**src/rtl/prefix_addsub_pipe.sv**
```systemverilog
// Pipelined add/sub/neg/abs unit built on a Kogge-Stone prefix adder, split across two stages.
// Define PREFIX_ADDSUB_OVF_EN to add the out_ovf signed-overflow output.
module prefix_addsub_pipe #(
  parameter int N          = 32,
  parameter bit OUT_REG_EN = 1'b1
) (
  input  logic         clk,
  input  logic         reset,
  input  logic         in_valid,
  output logic         in_ready,
  input  logic [1:0]   in_op,
  input  logic [N-1:0] in_a,
  input  logic [N-1:0] in_b,
  output logic         out_valid,
  input  logic         out_ready,
  output logic [N-1:0] out_sum,
  output logic         out_cout,
  output logic         out_zero,
  output logic         out_neg
`ifdef PREFIX_ADDSUB_OVF_EN
  ,
  output logic         out_ovf
`endif
);

  localparam int L      = $clog2(N);
  localparam int H      = (L + 1) / 2;
  localparam int STAGES = OUT_REG_EN ? 3 : 2;

  // Group propagate over prefix levels [lo, hi)
  function automatic logic [N-1:0] ks_p(input logic [N-1:0] p, input int lo, input int hi);
    logic [N-1:0] pc, pn;
    pc = p;
    for (int k = lo; k < hi; k++) begin
      pn = pc;
      for (int i = (1 << k); i < N; i++) pn[i] = pc[i] & pc[i - (1 << k)];
      pc = pn;
    end
    return pc;
  endfunction

  // Group generate over prefix levels [lo, hi)
  function automatic logic [N-1:0] ks_g(input logic [N-1:0] g, input logic [N-1:0] p,
                                        input int lo, input int hi);
    logic [N-1:0] gc, pc, gn, pn;
    gc = g;
    pc = p;
    for (int k = lo; k < hi; k++) begin
      gn = gc;
      pn = pc;
      for (int i = (1 << k); i < N; i++) begin
        gn[i] = gc[i] | (pc[i] & gc[i - (1 << k)]);
        pn[i] = pc[i] & pc[i - (1 << k)];
      end
      gc = gn;
      pc = pn;
    end
    return gc;
  endfunction

  logic [STAGES:1] vld_pipe;

  assign out_valid = vld_pipe[STAGES];
  assign in_ready  = !out_valid || out_ready;

  always_ff @(posedge clk) begin
    if (reset)         vld_pipe <= '0;
    else if (in_ready) vld_pipe <= {vld_pipe[STAGES-1:1], in_valid};
  end

  // Operand mapping: every op becomes X + Y + cin
  logic [N-1:0] xs, ys;
  logic         cs;
  always_comb begin
    xs = in_a;
    ys = in_b;
    cs = 1'b0;
    case (in_op)
      2'b01: begin ys = ~in_b; cs = 1'b1; end
      2'b10: begin xs = ~in_a; ys = '0; cs = 1'b1; end
      2'b11: begin
        ys = '0;
        if (in_a[N-1]) begin xs = ~in_a; cs = 1'b1; end
      end
      default: ;
    endcase
  end

  logic [N-1:0] x1, y1;
  logic         cin1;
`ifdef PREFIX_ADDSUB_OVF_EN
  logic [1:0]   op1;
  logic         amin1;
`endif

  always_ff @(posedge clk) begin
    if (reset) begin
      x1 <= '0; y1 <= '0; cin1 <= 1'b0;
`ifdef PREFIX_ADDSUB_OVF_EN
      op1 <= '0; amin1 <= 1'b0;
`endif
    end else if (in_ready) begin
      x1 <= xs; y1 <= ys; cin1 <= cs;
`ifdef PREFIX_ADDSUB_OVF_EN
      op1   <= in_op;
      amin1 <= (in_a == {1'b1, {(N-1){1'b0}}});
`endif
    end
  end

  // Stage 2: bitwise G/P with cin folded into bit 0, then the first H prefix levels
  logic [N-1:0] g0, p0, gh, ph;
  always_comb begin
    g0    = x1 & y1;
    p0    = x1 ^ y1;
    g0[0] = g0[0] | (p0[0] & cin1);
    gh    = ks_g(g0, p0, 0, H);
    ph    = ks_p(p0, 0, H);
  end

  logic [N-1:0] g2, p2, pb2;
  logic         cin2;
`ifdef PREFIX_ADDSUB_OVF_EN
  logic [1:0]   op2;
  logic         amin2, xs2, ys2;
`endif

  always_ff @(posedge clk) begin
    if (reset) begin
      g2 <= '0; p2 <= '0; pb2 <= '0; cin2 <= 1'b0;
`ifdef PREFIX_ADDSUB_OVF_EN
      op2 <= '0; amin2 <= 1'b0; xs2 <= 1'b0; ys2 <= 1'b0;
`endif
    end else if (in_ready) begin
      g2 <= gh; p2 <= ph; pb2 <= p0; cin2 <= cin1;
`ifdef PREFIX_ADDSUB_OVF_EN
      op2 <= op1; amin2 <= amin1; xs2 <= x1[N-1]; ys2 <= y1[N-1];
`endif
    end
  end

  // Stage 3: remaining prefix levels, sum and flags
  logic [N-1:0] gf, sum3;
  logic         cout3, zero3, neg3;
  always_comb begin
    gf    = ks_g(g2, p2, H, L);
    sum3  = pb2 ^ {gf[N-2:0], cin2};
    cout3 = gf[N-1];
    zero3 = (sum3 == '0);
    neg3  = sum3[N-1];
  end

`ifdef PREFIX_ADDSUB_OVF_EN
  logic ovf3;
  assign ovf3 = op2[1] ? amin2 : ((xs2 == ys2) && (sum3[N-1] != xs2));
`endif

  if (OUT_REG_EN) begin : g_oreg
    always_ff @(posedge clk) begin
      if (reset) begin
        out_sum <= '0; out_cout <= 1'b0; out_zero <= 1'b0; out_neg <= 1'b0;
`ifdef PREFIX_ADDSUB_OVF_EN
        out_ovf <= 1'b0;
`endif
      end else if (in_ready) begin
        out_sum <= sum3; out_cout <= cout3; out_zero <= zero3; out_neg <= neg3;
`ifdef PREFIX_ADDSUB_OVF_EN
        out_ovf <= ovf3;
`endif
      end
    end
  end else begin : g_ocomb
    // Cleared stage-2 state yields sum 0, so zero is qualified to read 0 out of reset
    assign out_sum  = sum3;
    assign out_cout = cout3;
    assign out_zero = zero3 & vld_pipe[STAGES];
    assign out_neg  = neg3;
`ifdef PREFIX_ADDSUB_OVF_EN
    assign out_ovf  = ovf3;
`endif
  end

endmodule
```
**config.mk**
```make
export PLATFORM = sky130hd
export DESIGN_NAME = prefix_addsub_pipe
export DESIGN_NICKNAME = d
export VERILOG_FILES = /design/src/rtl/prefix_addsub_pipe.sv
export SDC_FILE = /design/constraint.sdc
export NUM_CORES = 1
export LEC_CHECK = 0
export BUFFER_PORTS_ARGS = -buffer_cell sky130_fd_sc_hd__buf_2
export CORE_MARGIN = 1
export CORE_UTILIZATION = 59
export CTS_BUF_LIST = sky130_fd_sc_hd__clkbuf_8
export DETAILED_ROUTE_END_ITERATION = 7
export PLACE_DENSITY = 0.82
export SYNTH_ARGS = -nofsm -noshare
export SYNTH_HDL_FRONTEND = slang
export SYNTH_SLANG_ARGS = --single-unit
```
**constraint.sdc**
```tcl
create_clock -name clk -period 2.9 [get_ports clk]
set_clock_uncertainty 0.1 [all_clocks]
set_input_delay 0.58 -clock clk [delete_from_list [all_inputs] [get_ports clk]]
set_output_delay 0.58 -clock clk [all_outputs]
set_load 0.01 [all_outputs]
```
Yosys cells after proc, flatten, opt, wreduce, memory -nomap -nowiden
Cells that the tools add are included.
Cells by class
  reduce and logical (&&, ||, !) cells: 5
  equal/unequal tests: 3
  bitwise operators: 370
  multiplexer cells: 5
Operator list (number)
  1-bit AND: 235
  1-bit bitwise OR: 130
  32-bit case mux with 2 select lines: 2
  32-bit NOT: 2
  32-bit XOR: 2
  32-bit AND: 1
  32-bit zero test: 1
  32-bit two-way mux: 1
  2-bit == test (second input constant): 2
  2-bit OR reduction: 2
  2-bit by 1-bit == test with 1-bit output (second input constant): 1
  1-bit case mux with 2 select lines: 1
  1-bit zero test: 1
  1-bit logical OR: 1
  1-bit two-way mux: 1
Word-level totals
  word-level logic and storage cells: 395
  output and inout bits: 37
  register bits: 200

Longest topological paths before layout
  word-level depth: 9
  mapped depth: 8
  depth with buffers taken out: 7

Worst setup path before layout
OpenSTA, ideal clock, no wires.
  path type: in2out
  from: input port out_ready
  to: output port in_ready
  data required time: 2.220 ns
  stages on the path: 5
  setup slack: 0.663 ns
  data arrival time: 1.557 ns
  buffers on the path: 3
  cells stage by stage: nor2b_1 > inv_2 > clkbuf_1 > clkbuf_1 > clkbuf_1
On the way
  word-level cells in the longest chain between the ends: 1
RTL lines
  start: declaration: RTL line 15  | input logic out_ready,
  1-bit logical OR: RTL line 64  | assign in_ready = !out_valid || out_ready;
  end: declaration: RTL line 10  | output logic in_ready,
Every way passes these cells.

Final worst setup path
  from: register g2[5]
  to: register out_zero
On the way
  word-level cells in the longest chain between the ends: 6
  elaborated cells between the ends (all ways): 8
RTL lines
  start: declaration: RTL line 121  | logic [N-1:0] g2, p2, pb2;
  start signal: assignment: RTL line 135  | g2 <= gh; p2 <= ph; pb2 <= p0; cin2 <= cin1;
  1-bit AND: RTL line 52  | gn[i] = gc[i] | (pc[i] & gc[i - (1 << k)]);
  1-bit bitwise OR: RTL line 52
  1-bit AND: RTL line 52
  1-bit bitwise OR: RTL line 52
  32-bit XOR (*): RTL line 147  | sum3 = pb2 ^ {gf[N-2:0], cin2};
  32-bit zero test (*): RTL line 149  | zero3 = (sum3 == '0);
  end signal: assignment: RTL line 166  | out_sum <= sum3; out_cout <= cout3; out_zero <= zero3; out_neg <= neg3;
  end: declaration: RTL line 18  | output logic out_zero,
Every way passes the cells marked *; elsewhere a longest branch is shown, timed or not.
A chain may end at the register's enable or synchronous reset.

==> flow_summary.ini <==
[yosys]
synth-seq-cells = 191
async_reset_ff_share_pct = 0
syn_area_um2 = 8950
synth_flop_cell = dfxtp_1
ys_types = 48
syn_nets = 1248
ys_seq_area_share_pct = 42.7
syn_area_per_cell_um2 = 7.84
synth_warnings = 0
synth_edf_count = 0
synthCells = 1142

[cts]
ctsResizeCount = 0
post-cts-setup-buffers = 0
cts-root-buf = clkbuf_8
cts_buffer_depth = 2
clk_pin_slew_ps = 90
cts_buffers = 17
cts_sinks = 191
htreeDepth = 4
cts_tree = done
clk-insertion-delay-late_ps = 470
postCtsHoldBufs = 0

[finish]
layout-drive-gt1-share_pct = 13.1
layout_common_cells = nand2_1 (253), dfxtp_1 (191), a21oi_1 (148)
antenna_cells = 0
mostFrequentLayoutCell = nand2_1
multiInputGateArea_um2 = 4770
syn2layout_area_growth_pct = 11.1
regArea_um2 = 3820
nFillCells = 1249
final_core_util_pct = 67.9
nNetsFinal = 1301

[grt]
grt_first_pass_wirelength_mm = 38.0
grt.busiest_layer = met2
grt.total_usage_pct = 30.2
grt_overflow_total = 0
grt_use_met3_pct = 5.78
met1_usage_pct = 37.2
grt_pass1_vias = 7829
use_met2_pct = 51.8
antenna_found_initial = 0
grt_max_degree = 156

[pwr]
swShare_pct = 28.0
intPower_mw = 4.04
p_leak_nw = 4.25
p_clk_share_pct = 33.4
cellPowerDensity_nw_per_um2 = 565
switchingPower_mw = 1.57
p_comb_share_pct = 15.4
peakVddDrop_mv = 0.295
seq_power_share_pct = 51.2

[floorplanning]
std_cell_rows = 44
die_h_um = 125
core_um2 = 14600
die-area_um2 = 15700
start_util_pct = 61.1
die_w_um = 125
io_pins = 107

[timing]
setup-tns-final_ps = 0
final_max_slew_viol_count = 0
fin_ws_ps = 589
fmax_mhz = 433
period_share_pct = 79.7
tightest_slew_ps = 1120
rsz0062_at_grt = no
final-hold-violation-count = 0
layout_min_cycle_time_ps = 2310
setup_viol = 0
hold_slack_ps = 313
slew_headroom_pct = 25.7

[drt]
drt-total-wl_mm = 23.0
vias = 8250
dr.pass1.iters = 8
viasPerCell = 5.93
wl_per_cell_um = 16.5
final_antenna_net_count = 0
drtIter0Drc = 818
drcViolationCount = 8

[place]
dp_slack_ps = 558
port_buffers = 106
dpl.hpwl_mm = 16.1
gp_congestion = 0.884

[setup_path]
crit_fanout = 4
cpPeakStageDelay_ps = 530
worstSetupPathType = register to register
start_kind = register
critPathSlowestCell = or4_1
arrival_ps = 2610
cp.required_ps = 3200
end_kind = register
path_cells = a211oi_1 -> o21bai_1 -> xor2_1 -> or4_1 -> or3_1 -> o31ai_2

[flow_run]
maxCapViolations = 0

[run_status]
outcome = finished, violations left
violations = design-rule violations

[worst_hold_path]
hold_path.class = input pin to register
==> state kept, by name (all words and copies together) (netlist names), 3 cells and up <==
name and count:
pb2 31, vld_pipe 3, y1 32, out_sum 31, g2 32, p2 25
x1 32
==> power groups by stage <==
stage | clock (mW) | sequential (mW) | combinational [mW]
global route | 1.99 | 2.89 | 0.958
CTS | 1.88 | 2.88 | 0.859
global placement | 0 | 2.93 | 0.839
floorplan | 0 | 2.92 | 0.568
finish | 1.87 | 2.88 | 0.865
detailed placement | 0 | 2.94 | 0.852
==> Yosys cell counts (2+ instances only) <==
master / number / area, µm²
dfxtp_1: 191 / 3820
nand3_1: 10 / 50.1
nor2b_1: 5 / 31.3
a21oi_1: 148 / 741
a31oi_1: 5 / 31.3
ha_1: 36 / 450
a32oi_1: 7 / 61.3
xnor2_1: 17 / 149
and4_1: 3 / 26.3
o211ai_1: 64 / 480
a221oi_1: 5 / 43.8
xor2_1: 14 / 123
or4_1: 2 / 15.0
o21bai_1: 10 / 75.1
nor2_1: 108 / 405
or3_1: 4 / 25.0
o21ai_0: 47 / 235
nand4_1: 9 / 56.3
a21oi_2: 3 / 26.3
nand2_1: 253 / 950
nor3_1: 17 / 85.1
buf_1: 10 / 37.5
a211oi_1: 14 / 105
nor4_1: 8 / 50.1
inv_1: 8 / 30.0
a21o_1: 37 / 278
a22oi_1: 14 / 105
nand2b_1: 3 / 18.8
clkbuf_1: 71 / 267
==> final cells by class <==
| class | count | share of cell area, % |
|---|---|---|
| clock buffers | 21 | 2.91 |
| repair buffers | 117 | 6.57 |
| flip-flops and latches | 191 | 38.4 |
| well taps | 184 | 2.31 |
| multi-input cells | 859 | 48.0 |
| inverters | 9 | 0.390 |
| clock inverters | 11 | 1.38 |
==> path summary, 6_finish.rpt <==
path                         endpoint  cells past startpoint                     start  slack, ps
max             out_zero$_SDFFE_PP0P_                      6        g2[5]$_SDFFE_PP0P_        590
min          vld_pipe[1]$_SDFFE_PP0P_                      3                  in_valid        310
max reg2reg     out_zero$_SDFFE_PP0P_                      6        g2[5]$_SDFFE_PP0P_        590
min reg2reg  out_sum[11]$_SDFFE_PP0P_                      2  out_sum[11]$_SDFFE_PP0P_        350
==> cell families after synthesis <==
kind of cell | share of synthesized area [%]
AND/OR/NAND/NOR | 19.6
AO/OA/AOI/OAI | 25.3
flip-flops | 42.7
buffers and inverters | 4.01
adder cells (fa/ha/maj) | 5.03
XOR/XNOR | 3.22
multiplexers | 0.126
==> critical path, delay by kind of cell (launching register included) <==
family / cells / cell delay (ps)
AOI/OAI and AO/OA: 3 / 660
and+or+nand+nor: 2 / 910
DFF: 1 / 380
xor gates and xnor gates: 1 / 170
==> metal layers <==
| layer | routed length, µm | vias up |
|---|---|---|
| met2 | 11000 | 276 |
| met3 | 1440 | 44 |
| li1 | - | 4100 |
| met5 | 0 | - |
| met4 | 641 | 0 |
| met1 | 9870 | 3830 |
==> through the flow <==
step	power, mW	std cells	area [µm²]
after floorplan	3.49	1142	8950
after global placement	3.77	1360	9520
after detailed placement	3.79	1360	9520
after CTS	5.62	1392	9950
after global routing	5.84	1392	9950
final	5.62	1392	9950
No activity file was read; power rests on OpenSTA's default activity.
